--- config.mk ---
export PLATFORM = sky130hd
export DESIGN_NAME = aes_round_sequencer
export DESIGN_NICKNAME = d
export VERILOG_FILES = /design/src/rtl/aes_round_sequencer_pkg.sv /design/src/rtl/aes_round_sequencer_phase_counter.sv /design/src/rtl/aes_round_sequencer.sv
export SDC_FILE = /design/constraint.sdc
export NUM_CORES = 1
export LEC_CHECK = 0
export CAP_MARGIN = 10
export CORE_MARGIN = 1.5
export CORE_UTILIZATION = 30
export DETAILED_ROUTE_END_ITERATION = 16
export PLACE_DENSITY = 0.48
export RECOVER_POWER = 50
export SKIP_CTS_REPAIR_TIMING = 1
export SLEW_MARGIN = 20
export SYNTH_ARGS = -nofsm -noshare
export SYNTH_HDL_FRONTEND = slang
export SYNTH_SLANG_ARGS = --single-unit
export TNS_END_PERCENT = 1
--- constraint.sdc ---
create_clock -name clock -period 3.55 [get_ports clock]
set_clock_uncertainty 0.2 [all_clocks]
set_input_delay 1.065 -clock clock [delete_from_list [all_inputs] [get_ports clock]]
set_output_delay 1.065 -clock clock [all_outputs]
set_load 0.03 [all_outputs]
--- src/rtl/aes_round_sequencer_pkg.sv ---
// Shared constants and phase encoding for the byte-serial AES-128 encryption datapath,
// its round sequencer and the key schedule.
package aes_round_sequencer_pkg;

  localparam int AES_NUM_ROUNDS  = 10;
  localparam int AES_STATE_BYTES = 16;
  localparam int AES_SB_LAT      = 1;
  localparam int AES_SR_LAT      = 13;
  localparam int AES_MC_LAT      = 4;

  localparam int CNT_W   = 6;
  localparam int ROUND_W = 4;

  typedef enum logic [2:0] {
    PH_IDLE       = 3'd0,
    PH_LOAD       = 3'd1,
    PH_SUBBYTE    = 3'd2,
    PH_SHIFTROWS  = 3'd3,
    PH_MIXCOLUMNS = 3'd4,
    PH_XOR_RK     = 3'd5
  } phase_e;

endpackage

--- src/rtl/aes_round_sequencer_phase_counter.sv ---
// Per-phase byte counter: clears on phase change, holds while stalled or idle,
// and flags the final cycle of the current phase.
module phase_counter
  import aes_round_sequencer_pkg::*;
(
  input  logic             clock,
  input  logic             reset,
  input  logic             clear,
  input  logic             hold,
  input  logic [CNT_W-1:0] len,
  output logic [CNT_W-1:0] cnt,
  output logic             last
);

  always_ff @(posedge clock or posedge reset) begin
    if (reset) begin
      cnt <= '0;
    end else if (clear) begin
      cnt <= '0;
    end else if (!hold) begin
      cnt <= cnt + 1'b1;
    end
  end

  assign last = (cnt == len - 1'b1);

endmodule

--- src/rtl/aes_round_sequencer.sv ---
// Round/phase sequencer for the byte-serial AES-128 encryptor: walks LOAD and ten rounds of
// SUBBYTE/SHIFTROWS/MIXCOLUMNS/XOR_RK, stalling on the key schedule at the start of each key add.
module aes_round_sequencer
  import aes_round_sequencer_pkg::*;
#(
  parameter int NUM_ROUNDS  = AES_NUM_ROUNDS,
  parameter int STATE_BYTES = AES_STATE_BYTES,
  parameter int SB_LAT      = AES_SB_LAT,
  parameter int SR_LAT      = AES_SR_LAT,
  parameter int MC_LAT      = AES_MC_LAT
) (
  input  logic               clock,
  input  logic               reset,
  input  logic               start,
  input  logic               key_ready,
  output logic               busy,
  output logic               done,
  output logic [2:0]         phase,
  output logic [CNT_W-1:0]   byte_cnt,
  output logic               out_valid,
  output logic               sr_en,
  output logic               mc_en,
  output logic [ROUND_W-1:0] round,
  output logic               rk_req
);

  localparam logic [CNT_W-1:0]   LEN_BYTES  = CNT_W'(STATE_BYTES);
  localparam logic [CNT_W-1:0]   LEN_SB     = CNT_W'(STATE_BYTES + SB_LAT);
  localparam logic [CNT_W-1:0]   LEN_SR     = CNT_W'(STATE_BYTES + SR_LAT);
  localparam logic [CNT_W-1:0]   LEN_MC     = CNT_W'(STATE_BYTES + MC_LAT);
  localparam logic [CNT_W-1:0]   LAT_SB     = CNT_W'(SB_LAT);
  localparam logic [CNT_W-1:0]   LAT_SR     = CNT_W'(SR_LAT);
  localparam logic [CNT_W-1:0]   LAT_MC     = CNT_W'(MC_LAT);
  localparam logic [ROUND_W-1:0] LAST_ROUND = ROUND_W'(NUM_ROUNDS);

  function automatic logic [CNT_W-1:0] phase_len(input phase_e p);
    case (p)
      PH_SUBBYTE:    phase_len = LEN_SB;
      PH_SHIFTROWS:  phase_len = LEN_SR;
      PH_MIXCOLUMNS: phase_len = LEN_MC;
      default:       phase_len = LEN_BYTES;
    endcase
  endfunction

  function automatic logic [CNT_W-1:0] phase_lat(input phase_e p);
    case (p)
      PH_SUBBYTE:    phase_lat = LAT_SB;
      PH_SHIFTROWS:  phase_lat = LAT_SR;
      PH_MIXCOLUMNS: phase_lat = LAT_MC;
      default:       phase_lat = '0;
    endcase
  endfunction

  phase_e             phase_q, phase_d;
  logic [ROUND_W-1:0] round_q, round_d;
  logic               busy_q, busy_d;
  logic               done_q, done_d;
  logic               rk_req_q, rk_req_d;
  logic               cnt_clr, cnt_hold, cnt_last, stall;
  logic [CNT_W-1:0]   cnt;

  phase_counter u_phase_counter (
    .clock (clock),
    .reset (reset),
    .clear (cnt_clr),
    .hold  (cnt_hold),
    .len   (phase_len(phase_q)),
    .cnt   (cnt),
    .last  (cnt_last)
  );

  // The key schedule is consulted only on the first byte of a key add.
  assign stall = (phase_q == PH_XOR_RK) && (cnt == '0) && !key_ready;

  always_comb begin
    phase_d  = phase_q;
    round_d  = round_q;
    busy_d   = busy_q;
    done_d   = 1'b0;
    rk_req_d = 1'b0;
    cnt_clr  = 1'b0;
    cnt_hold = 1'b0;
    case (phase_q)
      PH_IDLE: begin
        cnt_hold = 1'b1;
        if (start) begin
          phase_d = PH_LOAD;
          busy_d  = 1'b1;
          round_d = '0;
          cnt_clr = 1'b1;
        end
      end
      PH_LOAD: begin
        if (cnt_last) begin
          phase_d  = PH_SUBBYTE;
          round_d  = 4'd1;
          rk_req_d = 1'b1;
          cnt_clr  = 1'b1;
        end
      end
      PH_SUBBYTE: begin
        if (cnt_last) begin
          phase_d = PH_SHIFTROWS;
          cnt_clr = 1'b1;
        end
      end
      PH_SHIFTROWS: begin
        if (cnt_last) begin
          phase_d = (round_q < LAST_ROUND) ? PH_MIXCOLUMNS : PH_XOR_RK;
          cnt_clr = 1'b1;
        end
      end
      PH_MIXCOLUMNS: begin
        if (cnt_last) begin
          phase_d = PH_XOR_RK;
          cnt_clr = 1'b1;
        end
      end
      PH_XOR_RK: begin
        if (stall) begin
          cnt_hold = 1'b1;
        end else if (cnt_last) begin
          cnt_clr = 1'b1;
          if (round_q < LAST_ROUND) begin
            phase_d  = PH_SUBBYTE;
            round_d  = round_q + 4'd1;
            rk_req_d = 1'b1;
          end else begin
            phase_d = PH_IDLE;
            busy_d  = 1'b0;
            done_d  = 1'b1;
          end
        end
      end
      default: begin
        phase_d = PH_IDLE;
        busy_d  = 1'b0;
        cnt_clr = 1'b1;
      end
    endcase
  end

  always_ff @(posedge clock or posedge reset) begin
    if (reset) begin
      phase_q  <= PH_IDLE;
      round_q  <= '0;
      busy_q   <= 1'b0;
      done_q   <= 1'b0;
      rk_req_q <= 1'b0;
    end else begin
      phase_q  <= phase_d;
      round_q  <= round_d;
      busy_q   <= busy_d;
      done_q   <= done_d;
      rk_req_q <= rk_req_d;
    end
  end

  assign phase     = phase_q;
  assign byte_cnt  = cnt;
  assign round     = round_q;
  assign busy      = busy_q;
  assign done      = done_q;
  assign rk_req    = rk_req_q;
  assign out_valid = (phase_q != PH_IDLE) && (cnt >= phase_lat(phase_q)) && !stall;
  assign sr_en     = (phase_q == PH_SHIFTROWS);
  assign mc_en     = (phase_q == PH_MIXCOLUMNS) && (cnt[1:0] != 2'b00);

endmodule
==> impl_metrics.yaml <==
sta:
  report.final.slew_viol_count: 0
  worst_slew_pin_slew_ns: 0.666
  period_share_pct: 94.9
  hold_viol: 0
  setup_viol: 0
  min_period_ns: 3.37
  clock.fmax_mhz: 297
  setup_tns_ns: 0
  hold_ws_ns: 0.350
  slew_headroom_pct: 55.1
  rsz0062_at_grt: "no"
synthesis:
  yosys_warnings: 0
  postSynthRegisterBits: 16
  ys.flop_type: "dfrtp_1"
  synth.cell_area_um2: 1260
  part_of_the_yosys_area_used_for_sequential_elements_pct: 31.7
  synth_edf_count: 0
  post_synth.cell_area_avg_um2: 8.82
  synth.net_count: 155
  post_synth_num_cell_types: 52
  postSynth.asyncResetShare_pct: 100
  syn-instance-count: 143
critical_path:
  timing.setup.critical_path_class: "in2out"
  critical_path_peak_fanout: 3
  timing.critical_path.to_type: "output pin"
  critical_path_arrival_ns: 2.10
  worstSetupStartpointType: "input pin"
  critical_path_required_ns: 2.28
global_route:
  grt_antenna_before_repair: 0
  gr_usage_total_pct: 16.8
  grt_start_max_net_pins: 17
  first_global_vias: 1159
  grt_first_pass_wirelength_mm: 5.64
  grt_overflow_total: 0
cts:
  clock_tree_from_tritoncts: "built"
  insertion_delay_ns: 0.26
  clockBufferDepth: 2
  cts-root-buf: "clkbuf_8"
  cts_buffers: 3
  cts_sinks: 16
  htree_num_levels: 1
  clkTransAtPathRegs_ns: 0.07
die:
  design.core.area_um2: 4030
  chipHeight_um: 67.8
  chipWidth_um: 67.8
  initial_utilization_pct: 31.3
  pin_count: 23
  fp.dieArea_um2: 4600
  core.rowCount: 23
power_and_ir_drop:
  power.ir.vdd_worst_mv: 0.421
  power.density_nw_per_um2: 684
  power.leakage_nw: 0.737
hold_path:
  min-delay-path-class: "reg2reg"
routing:
  firstDrtPassIters: 4
  detailedRoute.firstIterationViolations: 60
  drcViolationCount: 0
  ant_nets: 0
  routed-via-count: 1198
  routed_wl_mm: 3.49
  avgViaCountPerCell: 5.30
  drt-wirelength-per-cell_um: 15.4
outcome:
  outcome: "complete, no violations"
placed_design:
  placed_area_um2: 1590
  dp_hpwl_mm: 2.60
  port-buffer-count: 22
  routabilityCongestion: 0.820
final_layout:
  post-route-cell-area_um2: 1710
  finalNetCount: 189
  flow.area_growth_from_synthesis_pct: 35.5
  layout_common_cells: "16 x nor2_1, 16 x dfrtp_1, 15 x buf_4"
  fin_util_pct: 42.4
  antenna-diode-count: 0
  drive_above_1_share_pct: 18.2
run:
  max_cap_violations: 0
-- critical path, cell delays in order --
cell and delay, ns:
dlymetal6s2s_1 0.15, nor4b_4 0.35, a31oi_4 0.15, nor2_4 0.15, a21oi_1 0.06, buf_4 0.17
-- metrics by stage --
| step | power [W] | setup WS [ns] | cells |
|---|---|---|---|
| final | 0.00117 | 0.182 | 226 |
| after global placement | 0.000953 | -0.606 | 219 |
| after global routing | 0.00126 | 0.131 | 226 |
| after CTS | 0.00113 | -0.696 | 223 |
| after detailed placement | 0.000952 | -0.681 | 219 |
| after floorplan | 0.000719 | 0.120 | 143 |
-- registers in the layout (all words and copies together) (netlist names) --
name	cells
phase	3
round	4
busy	1
u_phase_counter.cnt	6
rk_req	1
done	1
-- cells in the mapped netlist, drive strengths merged (2+ instances only) --
cell	count	area, um2
xor2	2	17.5
buf	5	25.0
nor3	5	25.0
o211ai	2	15.0
a21oi	7	38.8
clkbuf	2	7.51
nor2	17	63.8
nand2b	3	18.8
nand3	7	35.0
a21o	2	15.0
dfrtp	16	400
or3	3	18.8
o21ai	7	35.0
a221o	3	31.3
nand3b	2	15.0
mux2i	3	30.0
ha	8	100
nand4	2	12.5
nand2	9	43.8
xnor2	5	43.8
nor3b	3	22.5
inv	9	36.3
-- kinds of logic (layout without fill, tap and decap cells) --
group	count (synthesis)	in the layout	synth area share, %
AOI/OAI and AO/OA	32	32	19.9
xor gates and xnor gates	8	8	6.75
adders and majority gates	8	8	7.94
buffers and inverters	16	49	5.46
DFF	16	16	31.7
muxes	3	3	2.38
and+or+nand+nor	60	60	25.8
-- final timing paths --
kind / startpoint / endpoint / slack (ns) / cells past startpoint
max: key_ready / out_valid / 0.18 / 6
min: round[3] / round[3] / 0.35 / 2
max reg2reg: phase[2] / round[1] / 0.57 / 12
min reg2reg: round[3] / round[3] / 0.35 / 2
max in group asynchronous: reset / busy / 1.59 / 2
min in group asynchronous: reset / u_phase_counter.cnt[2] / 1.13 / 2
-- metal layers --
metal / vias to the layer above / share of wire [%] / GRT usage [%]
met5: - / 0 / 0
met4: 0 / 2.1 / 6.25
met3: 9 / 4.4 / 4.11
met2: 32 / 49 / 27.5
met1: 572 / 45 / 21.3
li1: 585 / - / -
-- area by class of cell --
cell class,instances,area [um2]
fillers,424,2320
inverters,9,36.3
well taps,50,62.6
clock buffers,4,55.1
repair buffers,36,325
multi-input cells,111,830
flip-flops and latches,16,400
-- power breakdown --
part	internal, W	switching, W	leakage [nW]
Clock	0.0000987	0.0000727	0.0288
Sequential	0.000220	0.0000362	0.205
Combinational	0.000321	0.000420	0.503
Power figures use the tool's default switching activity.
